**src/rtl/pc_fetch_sequencer_pkg.sv**
```systemverilog
// Shared constants, state encoding and PC helpers for the fetch sequencer.
package pc_fetch_sequencer_pkg;

    localparam logic [15:0] RESET_PC_DEFAULT = 16'h0000;
    localparam int          INSTR_BYTES      = 2;
    // Opcode the decoder matches to raise halt_detect.
    localparam logic [3:0]  HLT_OPCODE       = 4'hF;

    typedef enum logic [1:0] {
        ST_FETCH  = 2'd0,
        ST_WAIT   = 2'd1,
        ST_HALTED = 2'd2
    } seq_state_t;

    function automatic logic [15:0] align_pc(input logic [15:0] addr);
        return {addr[15:1], 1'b0};
    endfunction

endpackage

```
**src/rtl/pc_fetch_sequencer_if.sv**
```systemverilog
// Fetch-side signal bundle: branch redirect, decode stall, imem handshake, IF/ID handoff.
// Statistics counters are present only when PC_SEQ_STATS_EN is defined.
interface pc_fetch_sequencer_if #(
    parameter int STAT_W = 16
);
    logic        stall_i;
    logic        redirect_valid;
    logic [15:0] redirect_pc;
    logic        imem_ready;
    logic        halt_detect;
    logic        imem_req;
    logic [15:0] imem_addr;
    logic        if_valid;
    logic [15:0] if_pc;
    logic [15:0] if_pc_plus2;
    logic        halted;

`ifdef PC_SEQ_STATS_EN
    logic [STAT_W-1:0] stat_redirects;
    logic [STAT_W-1:0] stat_wait_cycles;

    modport master (
        input  stall_i, redirect_valid, redirect_pc, imem_ready, halt_detect,
        output imem_req, imem_addr, if_valid, if_pc, if_pc_plus2, halted,
        output stat_redirects, stat_wait_cycles
    );
    modport slave (
        output stall_i, redirect_valid, redirect_pc, imem_ready, halt_detect,
        input  imem_req, imem_addr, if_valid, if_pc, if_pc_plus2, halted,
        input  stat_redirects, stat_wait_cycles
    );
`else
    localparam int STAT_W_UNUSED = STAT_W;

    modport master (
        input  stall_i, redirect_valid, redirect_pc, imem_ready, halt_detect,
        output imem_req, imem_addr, if_valid, if_pc, if_pc_plus2, halted
    );
    modport slave (
        output stall_i, redirect_valid, redirect_pc, imem_ready, halt_detect,
        input  imem_req, imem_addr, if_valid, if_pc, if_pc_plus2, halted
    );
`endif

endinterface

```
**src/rtl/pc_fetch_sequencer_adder.sv**
```systemverilog
// 16-bit add/subtract (Adder_16bit datapath): sum = a +/- b, signed overflow flag.
// Latency: combinational.
// Backpressure: none.
module pc_fetch_sequencer_adder (
    input  logic [15:0] a,
    input  logic [15:0] b,
    input  logic        sub,
    output logic [15:0] sum,
    output logic        ovf
);
    logic [15:0] b_eff;

    always_comb begin
        b_eff = b ^ {16{sub}};
        sum   = a + b_eff + {15'd0, sub};
        ovf   = (a[15] == b_eff[15]) && (sum[15] != a[15]);
    end

endmodule

```
**src/rtl/pc_fetch_sequencer.sv**
```systemverilog
// PC register and fetch sequencer: redirects, decode stalls, multi-cycle imem, HLT. Optional PC_SEQ_STATS_EN counters.
// Latency: redirect -> imem_addr next cycle (or the cycle after imem_ready when pended); 1 instr/cycle streaming.
// Backpressure: imem_ready low parks in WAIT; stall_i refetches the same PC; HALTED drops imem_req until rst.
module pc_fetch_sequencer
    import pc_fetch_sequencer_pkg::*;
#(
    parameter logic [15:0] RESET_PC = RESET_PC_DEFAULT,
    parameter int          STAT_W   = 16
) (
    input  logic                clk,
    input  logic                rst,
    pc_fetch_sequencer_if.master bus
);
    seq_state_t  state, state_nxt;
    logic [15:0] pc, pc_nxt;
    logic        pend_valid, pend_valid_nxt;
    logic [15:0] pend_pc, pend_pc_nxt;
    logic [15:0] pc_plus2;
    logic        add_ovf_unused;
    logic        redirect_taken;
    logic [15:0] redirect_tgt;

    pc_fetch_sequencer_adder u_pc_inc (
        .a   (pc),
        .b   (16'(INSTR_BYTES)),
        .sub (1'b0),
        .sum (pc_plus2),
        .ovf (add_ovf_unused)
    );

    always_ff @(posedge clk) begin
        if (rst) begin
            state      <= ST_FETCH;
            pc         <= align_pc(RESET_PC);
            pend_valid <= 1'b0;
            pend_pc    <= 16'h0000;
        end else begin
            state      <= state_nxt;
            pc         <= pc_nxt;
            pend_valid <= pend_valid_nxt;
            pend_pc    <= pend_pc_nxt;
        end
    end

    always_comb begin
        state_nxt      = state;
        pc_nxt         = pc;
        pend_valid_nxt = pend_valid;
        pend_pc_nxt    = pend_pc;
        redirect_taken = 1'b0;
        redirect_tgt   = align_pc(bus.redirect_pc);
        if (state != ST_HALTED) begin
            if (bus.redirect_valid && (state == ST_FETCH || bus.imem_ready)) begin
                redirect_taken = 1'b1;
                pc_nxt         = redirect_tgt;
                pend_valid_nxt = 1'b0;
                state_nxt      = ST_FETCH;
            end else if (bus.redirect_valid) begin
                // Memory still owes us the wrong-path word; park the target until it lands.
                redirect_taken = 1'b1;
                pend_pc_nxt    = redirect_tgt;
                pend_valid_nxt = 1'b1;
                state_nxt      = ST_WAIT;
            end else if (!bus.imem_ready) begin
                state_nxt = ST_WAIT;
            end else if (pend_valid) begin
                pc_nxt         = pend_pc;
                pend_valid_nxt = 1'b0;
                state_nxt      = ST_FETCH;
            end else if (bus.stall_i) begin
                state_nxt = ST_FETCH;
            end else if (bus.halt_detect) begin
                state_nxt = ST_HALTED;
            end else begin
                pc_nxt    = pc_plus2;
                state_nxt = ST_FETCH;
            end
        end
    end

    always_comb begin
        bus.imem_req    = (state != ST_HALTED) && !rst;
        bus.imem_addr   = pc;
        bus.if_pc       = pc;
        bus.if_pc_plus2 = pc_plus2;
        bus.halted      = (state == ST_HALTED) && !rst;
        bus.if_valid    = !rst && (state != ST_HALTED) && bus.imem_ready &&
                          !bus.redirect_valid && !pend_valid && !bus.stall_i;
    end

`ifdef PC_SEQ_STATS_EN
    logic [STAT_W-1:0] stat_redirects_q;
    logic [STAT_W-1:0] stat_wait_q;

    always_ff @(posedge clk) begin
        if (rst) begin
            stat_redirects_q <= '0;
            stat_wait_q      <= '0;
        end else if (state != ST_HALTED) begin
            if (redirect_taken && !(&stat_redirects_q))
                stat_redirects_q <= stat_redirects_q + 1'b1;
            if (state == ST_WAIT && !(&stat_wait_q))
                stat_wait_q <= stat_wait_q + 1'b1;
        end
    end

    always_comb begin
        bus.stat_redirects   = stat_redirects_q;
        bus.stat_wait_cycles = stat_wait_q;
    end
`else
    localparam int STAT_W_UNUSED = STAT_W;
    logic redirect_taken_unused;
    always_comb redirect_taken_unused = redirect_taken;
`endif

endmodule

```
**src/flat_wrapper.sv**
```systemverilog
// flat-port wrapper written by rule: the top's interface ports become plain ports
module pc_fetch_sequencer_flat import pc_fetch_sequencer_pkg::*;
#(
    parameter logic [15:0] RESET_PC = RESET_PC_DEFAULT,
    parameter int          STAT_W   = 16
)
  (clk, rst, bus_stall_i, bus_redirect_valid, bus_redirect_pc, bus_imem_ready, bus_halt_detect, bus_imem_req, bus_imem_addr, bus_if_valid, bus_if_pc, bus_if_pc_plus2, bus_halted);
  pc_fetch_sequencer_if #(.STAT_W(STAT_W)) bus_i ();
  input  logic clk;
  input  logic rst;
  input wire logic [$bits(bus_i.stall_i)-1:0] bus_stall_i;
  input wire logic [$bits(bus_i.redirect_valid)-1:0] bus_redirect_valid;
  input wire logic [$bits(bus_i.redirect_pc)-1:0] bus_redirect_pc;
  input wire logic [$bits(bus_i.imem_ready)-1:0] bus_imem_ready;
  input wire logic [$bits(bus_i.halt_detect)-1:0] bus_halt_detect;
  output wire logic [$bits(bus_i.imem_req)-1:0] bus_imem_req;
  output wire logic [$bits(bus_i.imem_addr)-1:0] bus_imem_addr;
  output wire logic [$bits(bus_i.if_valid)-1:0] bus_if_valid;
  output wire logic [$bits(bus_i.if_pc)-1:0] bus_if_pc;
  output wire logic [$bits(bus_i.if_pc_plus2)-1:0] bus_if_pc_plus2;
  output wire logic [$bits(bus_i.halted)-1:0] bus_halted;
  assign bus_i.stall_i = bus_stall_i;
  assign bus_i.redirect_valid = bus_redirect_valid;
  assign bus_i.redirect_pc = bus_redirect_pc;
  assign bus_i.imem_ready = bus_imem_ready;
  assign bus_i.halt_detect = bus_halt_detect;
  assign bus_imem_req = bus_i.imem_req;
  assign bus_imem_addr = bus_i.imem_addr;
  assign bus_if_valid = bus_i.if_valid;
  assign bus_if_pc = bus_i.if_pc;
  assign bus_if_pc_plus2 = bus_i.if_pc_plus2;
  assign bus_halted = bus_i.halted;
  pc_fetch_sequencer #(.RESET_PC(RESET_PC), .STAT_W(STAT_W)) u_core (.clk(clk), .rst(rst), .bus(bus_i));
endmodule
```
**config.mk**
```make
export PLATFORM = sky130hd
export DESIGN_NAME = pc_fetch_sequencer_flat
export DESIGN_NICKNAME = d
export VERILOG_FILES = /design/src/rtl/pc_fetch_sequencer_pkg.sv /design/src/rtl/pc_fetch_sequencer_if.sv /design/src/rtl/pc_fetch_sequencer_adder.sv /design/src/rtl/pc_fetch_sequencer.sv /design/src/flat_wrapper.sv
export SDC_FILE = /design/constraint.sdc
export NUM_CORES = 1
export LEC_CHECK = 0
export ABC_CLOCK_PERIOD_IN_PS = 2700
export BUFFER_PORTS_ARGS = -buffer_cell sky130_fd_sc_hd__buf_2
export CORE_ASPECT_RATIO = 0.7
export CORE_MARGIN = 2
export CORE_UTILIZATION = 35
export DETAILED_ROUTE_END_ITERATION = 10
export PLACE_DENSITY = 0.62
export SYNTH_ARGS = -nofsm -noshare
export SYNTH_HDL_FRONTEND = slang
export SYNTH_SLANG_ARGS = --single-unit
```
**constraint.sdc**
```tcl
create_clock -name clk -period 2.7 [get_ports clk]
set_clock_uncertainty 0.15 [all_clocks]
set_input_delay 0.405 -clock clk [delete_from_list [all_inputs] [get_ports clk]]
set_output_delay 0.405 -clock clk [all_outputs]
set_load 0.01 [all_outputs]
```
### Yosys cells after proc, flatten, opt, wreduce, memory -nomap -nowiden

Cells that the tools add are included.

| operators by class | value |
|---|---|
| $add $sub $neg | 1 |
| equality and inequality tests | 5 |
| mux-type cells | 15 |
| bitwise logic cells | 1 |
| reductions and logical operators | 18 |

Operator list:

| kind | count |
|---|---|
| two-way mux 16 bit | 6 |
| adder 16 x 2 -> 16 bit, second input constant | 1 |
| two-way mux 2 bit | 6 |
| logical AND 1 bit | 7 |
| inequality test 3 x 1 -> 1 bit, second input constant | 2 |
| AND reduction 5 bit | 1 |
| zero test 1 bit | 4 |
| two-way mux 1 bit | 3 |
| AND reduction 3 bit | 1 |
| nonzero test 3 bit | 1 |
| equality test 2 bit, second input constant | 1 |
| zero test 2 bit | 1 |
| inequality test 2 x 1 -> 1 bit, second input constant | 1 |
| inequality test 2 bit, second input constant | 1 |
| AND reduction 2 bit | 1 |
| nonzero test 2 bit | 1 |
| logical OR 1 bit | 1 |
| NOT 1 bit | 1 |

| word-level totals | value |
|---|---|
| register bits after elaboration | 34 |
| bits of input ports | 22 |
| output and inout port bits | 51 |

### Longest topological paths before layout

Gate-level depths: netlist of run 1.

| depth | value |
|---|---|
| word-level depth | 7 |
| mapped depth | 6 |
| gate-level depth less buffers | 6 |

### Modules after synthesis

A second synthesis of run 1 with hierarchy kept.

| unflattened totals | value |
|---|---|
| cells, all modules | 310 |
| area total of the unflattened synthesis | 2796.4 µm² |

By module, submodules not included:

| module | instances | cells each | area each (µm²) | sequential area each (µm²) |
|---|---|---|---|---|
| pc_fetch_sequencer | 1 | 184 | 1801.7 | 680.7 |
| pc_fetch_sequencer_adder | 1 | 126 | 994.7 | 0.0 |

### Least setup slack after synthesis of run 1

OpenSTA, ideal clock, no wires.

| timing | value |
|---|---|
| path type | reg-to-output |
| start | reg u_core.pc[1] (netlist: u_core.bus.if_pc[1]) |
| end | out bus_if_pc_plus2[13] |
| data arrival time | 1.627 ns |
| slack | 0.518 ns |
| cell stages (with the launch flop) | 5 |
| buffers on the path | 0 |
| path through | dfxtp_1 > ha_1 > nand3_1 > or4_4 > xnor2_1 |

| between the ends | value |
|---|---|
| cells in the longest elaborated chain, start to end | 1 |

RTL lines:

| item | line | source |
|---|---|---|
| from (decl) | pc_fetch_sequencer.sv:15 | `logic [15:0] pc, pc_nxt;` |
| from (signal assigned) | pc_fetch_sequencer.sv:34 | `pc <= align_pc(RESET_PC);` |
| from (signal assigned) | pc_fetch_sequencer.sv:39 | `pc <= pc_nxt;` |
| adder 16 x 2 -> 16 bit | pc_fetch_sequencer_adder.sv:15 | `sum = a + b_eff + {15'd0, sub};` |
| to (decl) | flat_wrapper.sv:20 | `output wire logic [$bits(bus_i.if_pc_plus2)-1:0] bus_if_pc_plus2;` |

No other way between the ends.

### Worst setup path in the final report of run 1

| timing | value |
|---|---|
| start | reg u_core.pc[2] (netlist: u_core.bus.if_pc[2]) |
| end | out bus_if_pc_plus2[13] |

Same word-level chain as after synthesis.

==> flow_summary_export.csv, run 1 <==
group,metric,value,unit
status,status,"finished clean",
logic_synthesis,syn_area_per_cell,7.390,um2
logic_synthesis,yosysSeqAreaShare,33.61,%
logic_synthesis,netlist_instances,266,
hold_path,hold_class,"input port to flop",
floorplanning,row_count,22,
global_routing,first_global_vias,1683,
final_layout,multiInputGateArea,1072,um2
logic_synthesis,netlist_area,1966,um2
global_routing,grt_pass1_wl,8562,um
setup_path,max_stage_delay,0.58,ns
cts,ctsLongestPathBuffers,2,
timing,tns,0,ns
setup_path,crit_chain,"ha_1, nand3_1, or4_4, xnor2_1, buf_2",
setup_path,cpLargestDelayFamily,"simple AND/OR/NAND/NOR gates",
timing,slew_headroom,59.52,%
timing,max_freq,390.0,MHz
logic_synthesis,synth-edff-count,0,
logic_synthesis,async_reset_ff_share,0,%
final_layout,final_layout_size_suffix_gt1_share,27.44,%
final_layout,final.fill_count,568,
cts,cts_tree,"done",
cts,hold_buffers,0,
logic_synthesis,ys_ff_latch,33,
routing,drt-initial-drc-count,148,
cts,cts_buffers,5,
setup_path,arrival,2.01,ns
cts,root_buffer,"clkbuf_8",
timing,finalCritPeriodShare,94.96,%
routing,post_drt_via_cell_ratio,5.005,
setup_path,crit_path_end_kind,"primary output",
power_and_ir_drop,irDropWorstVdd,0.2614,mV
setup_path,crit_cells,5,
setup_path,cp_max_fo,7,
setup_path,crit_type,"flop to primary output",
global_routing,grt_overflow_total,0,
placement,dp_hpwl,3943,um
timing,setup_viol,0,
cts,cts_setup_buffers,0,
global_routing,track_usage,18.10,%
floorplanning,initial_core_util,36.81,%
routing,vias,1947,
routing,ant_nets,0,
cts,clkLatencyLatePin,0.28,ns
floorplanning,core_area,5340,um2
routing,routedWlPerCell,13.85,um
floorplanning,ioPinCount,73,
logic_synthesis,synthTopCellsByArea,"dfxtp_1 34%, a21oi_1 8.7%, nand2_1 8.4%, buf_4 6.9%, xnor2_1 3.1%",
power_and_ir_drop,power.density,506.9,nW/um2
setup_path,reg2regPathDepth,6,
global_routing,antenna_found_initial,0,
hold_path,hold-path-cell-count,3,
setup_path,path_buf_inv,1,
final_layout,n_antenna_cell,0,
routing,wl,5389,um
cts,cts.repair.resized,0,
final_layout,seq_area,660.6,um2
cts,cts-htree-levels,2,
routing,drt_pass1_iterations,4,
logic_synthesis,synth_top_area_share,33.61,%
final_layout,nets,340,
logic_synthesis,synth-warning-count,0,
cts,clk_pin_slew_worst_paths,0.07,ns
floorplanning,die_w,93.57,um
timing,post-route-min-period,2.564,ns
timing,rsz0062_at_grt,"false",
power_and_ir_drop,leakage,1.002,nW
logic_synthesis,synth.most_common_cell,"nand2_1",
logic_synthesis,synth_flop_cell,"dfxtp_1",
setup_path,start_kind,"flop",
timing,setup_slack,0.1360,ns
floorplanning,die-height,66.70,um
placement,io_buffers,68,
setup_path,cp.required,2.14,ns
logic_synthesis,synth_top_cells_by_count,"44 x nand2_1, 34 x a21oi_1, 33 x dfxtp_1",
global_routing,grt_max_degree,30,
logic_synthesis,ys_types,39,
job,maxCapViolCount,0,
final_layout,final_util,43.96,%
routing,drc,0,
timing,drv_slew,0,
floorplanning,die-area,6241,um2
placement,dp_slack,0.4319,ns
timing,hold_violations,0,
placement,gp_congestion,0.7699,
cts,numClockSinks,33,
final_layout,area_delta_synth_final,19.41,%
timing,worst_pin_slew,0.6072,ns
setup_path,slowest_stage,"or4_4",
logic_synthesis,synth_area_leader_cell,"dfxtp_1",
power by group:
part,internal [mW],total (mW),switching [mW]
sequential,0.512,0.549,0.0368
combinational,0.109,0.264,0.155
clock,0.202,0.377,0.175
total,0.823,1.19,0.366
layout by cell type (no fill, tap or decap), types with 7 or more instances in the layout:
cell	netlist	layout
nand2_1	44	44
nand3_1	9	9
a21oi_1	34	34
dfxtp_1	33	33
buf_2	3	68
xnor2_1	7	7
nand2b_1	7	7
nor2_1	16	16
a211oi_1	8	8
inv_1	12	12
buf_4	18	7
o21ai_0	12	12
through the flow:
step                hold WS, ns  cell area (um2)  instances  power [mW]
finish                   0.2185             2347        389       1.190
global route             0.2224             2347        389       1.262
CTS                      0.2116             2347        389       1.203
detailed placement       0.2929             2261        382      0.8252
global placement         0.2877             2261        382      0.8236
floorplan                0.2812             1973        268      0.7347
cells by family after synthesis:
logic type                 count (synthesis)  share of synthesized area, %
muxes                                      4                         2.037
AOI/OAI and AO/OA                         68                         19.92
other                                      1                        0.1908
buffers and inverters                     45                         12.22
xor gates and xnor gates                  13                         5.793
DFF                                       33                         33.61
adders and majority gates                  1                        0.6364
and+or+nand+nor                          101                         25.59
registers in the layout, summed over array words and instances, names as in the netlist:
register,count
u_core.pend_pc,15
u_core.state,2
u_core.bus.if_pc,15
u_core.pend_valid,1
routing by layer:
| layer | global-route usage (%) | vias up | part of all wire, % |
|---|---|---|---|
| li1 | - | 988 | - |
| met1 | 27.22 | 897 | 51 |
| met2 | 25.45 | 58 | 42 |
| met3 | 4.977 | 4 | 5.8 |
| met4 | 3.804 | 0 | 0.61 |
| met5 | 0 | - | 0 |
path summary, 6_finish.rpt:
kind	start	to	slack [ns]
max reg2reg	u_core.bus.if_pc[2]	u_core.bus.if_pc[13]	0.55
max	u_core.bus.if_pc[2]	bus_if_pc_plus2[13]	0.14
min reg2reg	u_core.pend_pc[7]	u_core.pend_pc[7]	0.30
min	bus_redirect_pc[14]	u_core.pend_pc[14]	0.22
cell type report:
cell class	instances	area share (%)
sequential	33	28.15
multi-input combinational	190	45.68
clock buffer	7	3.678
inverter	12	1.919
tap	72	3.838
timing repair buffer	75	16.74
worst reg2reg max path, cell delays in order (launching register included):
cell and delay [ns]:
dfxtp_1 0.42, ha_1 0.22, nand3_1 0.23, or4_4 0.58, and3b_2 0.21, o21ai_0 0.14
a21oi_1 0.09
Note: power is estimated with default switching activity, not from simulation.
==> inputs of run 2 (changes only) <==
- CORE_MARGIN: 2 -> not set
- MAX_ROUTING_LAYER: not set -> met4
==> flow_summary_export.csv, run 2 (synthesis results as in run 1) <==
group,metric,value,unit
setup_path,arrival,1.93,ns
floorplanning,die_w,91.57,um
hold_path,min_from,"bus_redirect_pc[9]",
setup_path,slowest_stage,"or4_4",
routing,drt-initial-drc-count,103,
routing,post_drt_via_cell_ratio,4.956,
cts,clkLatencyLatePin,0.29,ns
hold_path,hold-path-cell-count,3,
final_layout,final_cell_mix,"68 x buf_2, 44 x nand2_1, 34 x a21oi_1, 32 x dfxtp_1, 16 x nor2_1",
final_layout,final_common_cell,"buf_2",
cts,clk_pin_slew_worst_paths,0.07,ns
placement,gp_congestion,0.8067,
final_layout,final.fill_count,565,
setup_path,r2r_slack,0.65,ns
timing,finalCritPeriodShare,91.91,%
global_routing,grt_pass1_wl,8618,um
final_layout,final_area,2356,um2
setup_path,max_stage_delay,0.56,ns
floorplanning,die-area,5925,um2
floorplanning,row_count,22,
global_routing,track_usage,19.73,%
setup_path,r2r-end,"u_core.bus.if_pc[13]",
final_layout,final_layout_size_suffix_gt1_share,28.08,%
cts,cts_tree,"done",
cts,cts-htree-levels,2,
job,maxCapViolCount,0,
routing,wl,5348,um
setup_path,cp_max_fo,7,
global_routing,antenna_found_initial,0,
timing,worst_pin_slew,0.6347,ns
final_layout,nets,339,
setup_path,reg2regPathDepth,6,
setup_path,crit_chain,"ha_1, nand3_1, or4_4, xnor2_1, buf_2",
timing,max_freq,403.0,MHz
timing,rsz0062_at_grt,"false",
routing,vias,1928,
setup_path,cp.required,2.14,ns
setup_path,cpLargestDelayFamily,"simple AND/OR/NAND/NOR gates",
timing,slew_headroom,57.69,%
global_routing,grt_max_degree,30,
cts,cts_buffers,5,
global_routing,first_global_vias,1717,
timing,drv_slew,0,
status,status,"finished clean",
global_routing,grt_overflow_total,0,
placement,io_buffers,68,
cts,root_buffer,"clkbuf_8",
timing,post-route-min-period,2.481,ns
timing,hold_violations,0,
setup_path,crit_type,"flop to primary output",
hold_path,hold_class,"input port to flop",
power_and_ir_drop,irDropWorstVdd,0.2036,mV
placement,dp_hpwl,3813,um
power_and_ir_drop,power.density,524.4,nW/um2
power_and_ir_drop,leakage,1.007,nW
final_layout,n_antenna_cell,0,
floorplanning,die-height,64.70,um
cts,hold_buffers,0,
floorplanning,ioPinCount,73,
timing,tns,0,ns
routing,drt_pass1_iterations,4,
setup_path,crit_path_end_kind,"primary output",
cts,ctsLongestPathBuffers,2,
cts,numClockSinks,33,
cts,cts_setup_buffers,0,
routing,routedWlPerCell,13.75,um
routing,drc,0,
timing,setup_viol,0,
setup_path,path_buf_inv,1,
floorplanning,core_area,5313,um2
placement,dp_slack,0.4311,ns
timing,setup_slack,0.2185,ns
setup_path,worstReg2RegStart,"u_core.bus.if_pc[2]",
routing,ant_nets,0,
hold_path,min_to,"u_core.pend_pc[9]",
floorplanning,initial_core_util,37.00,%
setup_path,start_kind,"flop",
final_layout,area_delta_synth_final,19.86,%
placement,postPlaceCellArea,2253,um2
[run 2: cell types whose count changed in the layout (fill, tap and decap cells not counted), sizes merged]
cell    change
clkinv      +1
buf         -1
[run 2: area by class of cell]
class / instances / area, um2 / area share, %
multi-input combinational: 190 / 1072 / 45.51
tap: 72 / 90.09 / 3.824
sequential: 33 / 661.9 / 28.09
clock buffer: 7 / 96.34 / 4.089
inverter: 12 / 45.04 / 1.912
timing repair buffer: 74 / 385.4 / 16.36
clock inverter: 1 / 5.005 / 0.2124
[run 2: power by group]
| group | switching (mW) | total [mW] | internal (mW) |
|---|---|---|---|
| logic | 0.155 | 0.262 | 0.107 |
| registers | 0.0376 | 0.550 | 0.512 |
| clock network | 0.193 | 0.423 | 0.231 |
[run 2: how the worst max path moves through the flow]
stage | startpoint | to | cells past startpoint
finish | u_core.bus.if_pc[2] | bus_if_pc_plus2[13] | 5
global route | u_core.bus.if_pc[2] | bus_if_pc_plus2[13] | 5
CTS | u_core.bus.if_pc[2] | bus_if_pc_plus2[13] | 5
detailed placement | u_core.bus.if_pc[2] | bus_if_pc_plus2[13] | 5
global placement | u_core.bus.if_pc[2] | bus_if_pc_plus2[13] | 5
floorplan | u_core.bus.if_pc[1] | bus_if_pc_plus2[13] | 4
[run 2: repair_timing]
item | CTS | global route
hold endpoints to repair | 0 | 0
resized for setup | 0 | 1
endpoints found under the setup margin | 0 | 2
[run 2: worst min-delay path: stages]
cell and delay [ns]:
buf_2 0.11, nand2_1 0.05, a21oi_1 0.05
[run 2: routing by layer]
layer | track usage, % | wire, um | vias up
li1 | - | - | 987
met1 | 27.08 | 2767 | 880
met2 | 27.44 | 2223 | 55
met3 | 4.695 | 280 | 6
met4 | 8.333 | 77 | 0
met5 | - | 0 | -
[run 2: stage by stage]
step	std cells	power, mW	utilization, %	hold WS (ns)
final	389	1.236	44.35	0.2056
after global routing	389	1.305	44.35	0.2035
after CTS	389	1.244	44.32	0.2022
after detailed placement	381	0.8232	42.42	0.2955
after global placement	381	0.8212	42.42	0.2880
after floorplan	268	0.7347	-	0.2812
==> inputs of run 3 (changes only) <==
- SETUP_SLACK_MARGIN: not set -> 0.3
==> flow_summary_export.csv, run 3 (synthesis results as in run 1) <==
group,metric,value,unit
power_and_ir_drop,p_seq_share,44.6,%
final_layout,area_delta_synth_final,21.58,%
power_and_ir_drop,clkPwrFrac,34.0,%
cts,clk_pin_slew_worst_paths,0.07,ns
setup_path,worstReg2RegStart,"u_core.bus.if_pc[2]",
routing,wl,5455,um
setup_path,start_kind,"flop",
hold_path,hold-path-cell-count,3,
floorplanning,row_count,22,
placement,dp_hpwl,3813,um
routing,drt_pass1_iterations,4,
routing,post_drt_via_cell_ratio,5.005,
cts,cts-htree-levels,2,
setup_path,crit_path_end_kind,"primary output",
final_layout,final_layout_size_suffix_gt1_share,30.91,%
cts,hold_buffers,0,
cts,numClockSinks,33,
timing,setup_viol,0,
timing,finalCritPeriodShare,86.41,%
hold_path,min_to,"u_core.pend_pc[9]",
timing,tns,0,ns
timing,fin_worst_hold_slack,0.2106,ns
cts,clkLatencyLatePin,0.29,ns
global_routing,grt_max_degree,30,
power_and_ir_drop,combPwrFrac,21.4,%
cts,ctsLongestPathBuffers,2,
cts,cts_buffers,5,
final_layout,final_common_cell,"buf_2",
timing,max_freq,428.6,MHz
power_and_ir_drop,net-switching-power,0.3845,mW
setup_path,r2r_slack,0.78,ns
global_routing,grt_overflow_total,0,
global_routing,busiest_layer,"met2",
routing,drc,0,
placement,io_buffers,68,
global_routing,track_usage,19.84,%
global_routing,use_met1,27.31,%
setup_path,r2r-end,"u_core.bus.if_pc[13]",
power_and_ir_drop,power.density,517.2,nW/um2
timing,hold_violations,0,
power_and_ir_drop,leakage,1.007,nW
floorplanning,initial_core_util,37.00,%
timing,drv_slew,0,
final_layout,nets,339,
final_layout,n_antenna_cell,0,
setup_path,crit_type,"flop to primary output",
global_routing,first_global_vias,1716,
setup_path,cp.required,2.14,ns
hold_path,min_from,"bus_redirect_pc[9]",
setup_path,cp_max_fo,7,
power_and_ir_drop,p_int,0.8516,mW
placement,dp.cells,381,
cts,cts_setup_buffers,0,
cts,cts_tree,"done",
floorplanning,die-height,64.70,um
timing,post-route-min-period,2.333,ns
power_and_ir_drop,irDropWorstVdd,0.2041,mV
status,status,"finished clean",
final_layout,final_cell_mix,"68 x buf_2, 44 x nand2_1, 34 x a21oi_1, 28 x dfxtp_1, 16 x nor2_1",
global_routing,met3_usage,4.695,%
floorplanning,die_w,91.57,um
hold_path,hold_class,"input port to flop",
timing,slew_headroom,58.51,%
timing,worst_pin_slew,0.6208,ns
final_layout,final_util,44.98,%
floorplanning,die-area,5925,um2
power_and_ir_drop,swShare,31.10,%
global_routing,use_met2,27.54,%
cts,root_buffer,"clkbuf_8",
routing,ant_nets,0,
global_routing,grt_pass1_wl,8680,um
global_routing,antenna_found_initial,0,
timing,rsz0062_at_grt,"true",
routing,routedWlPerCell,14.02,um
floorplanning,ioPinCount,73,
final_layout,final_cells,389,
routing,drt-initial-drc-count,114,
floorplanning,core_area,5313,um2
job,maxCapViolCount,0,
setup_path,reg2regPathDepth,6,
routing,vias,1947,
placement,gp_congestion,0.8067,
setup_path,arrival,1.78,ns
[run 3: worst max path at each step]
stage	slack, ns	startpoint	end
global route	0.27	u_core.bus.if_pc[2]	bus_if_pc_plus2[13]
CTS	0.31	u_core.bus.if_pc[8]	bus_if_pc_plus2[13]
floorplan	0.52	u_core.bus.if_pc[1]	bus_if_pc_plus2[13]
finish	0.37	u_core.bus.if_pc[2]	bus_if_pc_plus2[13]
global placement	0.46	u_core.bus.if_pc[2]	bus_if_pc_plus2[13]
detailed placement	0.43	u_core.bus.if_pc[2]	bus_if_pc_plus2[13]
[run 3: cell type report]
type	count	area [um2]
inverter	12	45.04
sequential	33	669.4
multi-input combinational	190	1099
timing repair buffer	74	385.4
clock buffer	7	96.34
clock inverter	1	5.005
fill	566	2923
tap	72	90.09
[run 3: worst max-delay path: stages (launching register included)]
cell     delay, ns
dfxtp_4       0.38
ha_2          0.20
nand3_2       0.14
or4_4         0.48
xnor2_1       0.14
buf_2         0.14
[run 3: timing repair]
| item | CTS | global route |
|---|---|---|
| resized for setup | 7 | 4 |
| endpoints found under the setup margin | 5 | 4 |
| pin swaps | 1 | 0 |
[run 3: metrics by stage]
step | power (mW) | worst slack, ns | area (um2)
after global placement | 0.8212 | 0.4574 | 2253
after detailed placement | 0.8232 | 0.4311 | 2253
after global routing | 1.312 | 0.2659 | 2390
after CTS | 1.247 | 0.3062 | 2370
final | 1.236 | 0.3670 | 2390
after floorplan | 0.7347 | 0.5179 | 1973
[run 3: metal layers]
| metal | up-vias | wire (um) | part of all wire, % |
|---|---|---|---|
| met3 | 7 | 313 | 5.7 |
| met5 | - | 0 | 0 |
| li1 | 984 | - | - |
| met1 | 888 | 2807 | 51 |
| met2 | 68 | 2253 | 41 |
| met4 | 0 | 80 | 1.5 |
[run 3: power by group through the flow]
stage	clock [mW]	combinational, mW	sequential (mW)
floorplan	0	0.169	0.565
global placement	0	0.261	0.560
detailed placement	0	0.262	0.561
CTS	0.431	0.264	0.552
global route	0.464	0.290	0.558
finish	0.420	0.264	0.552
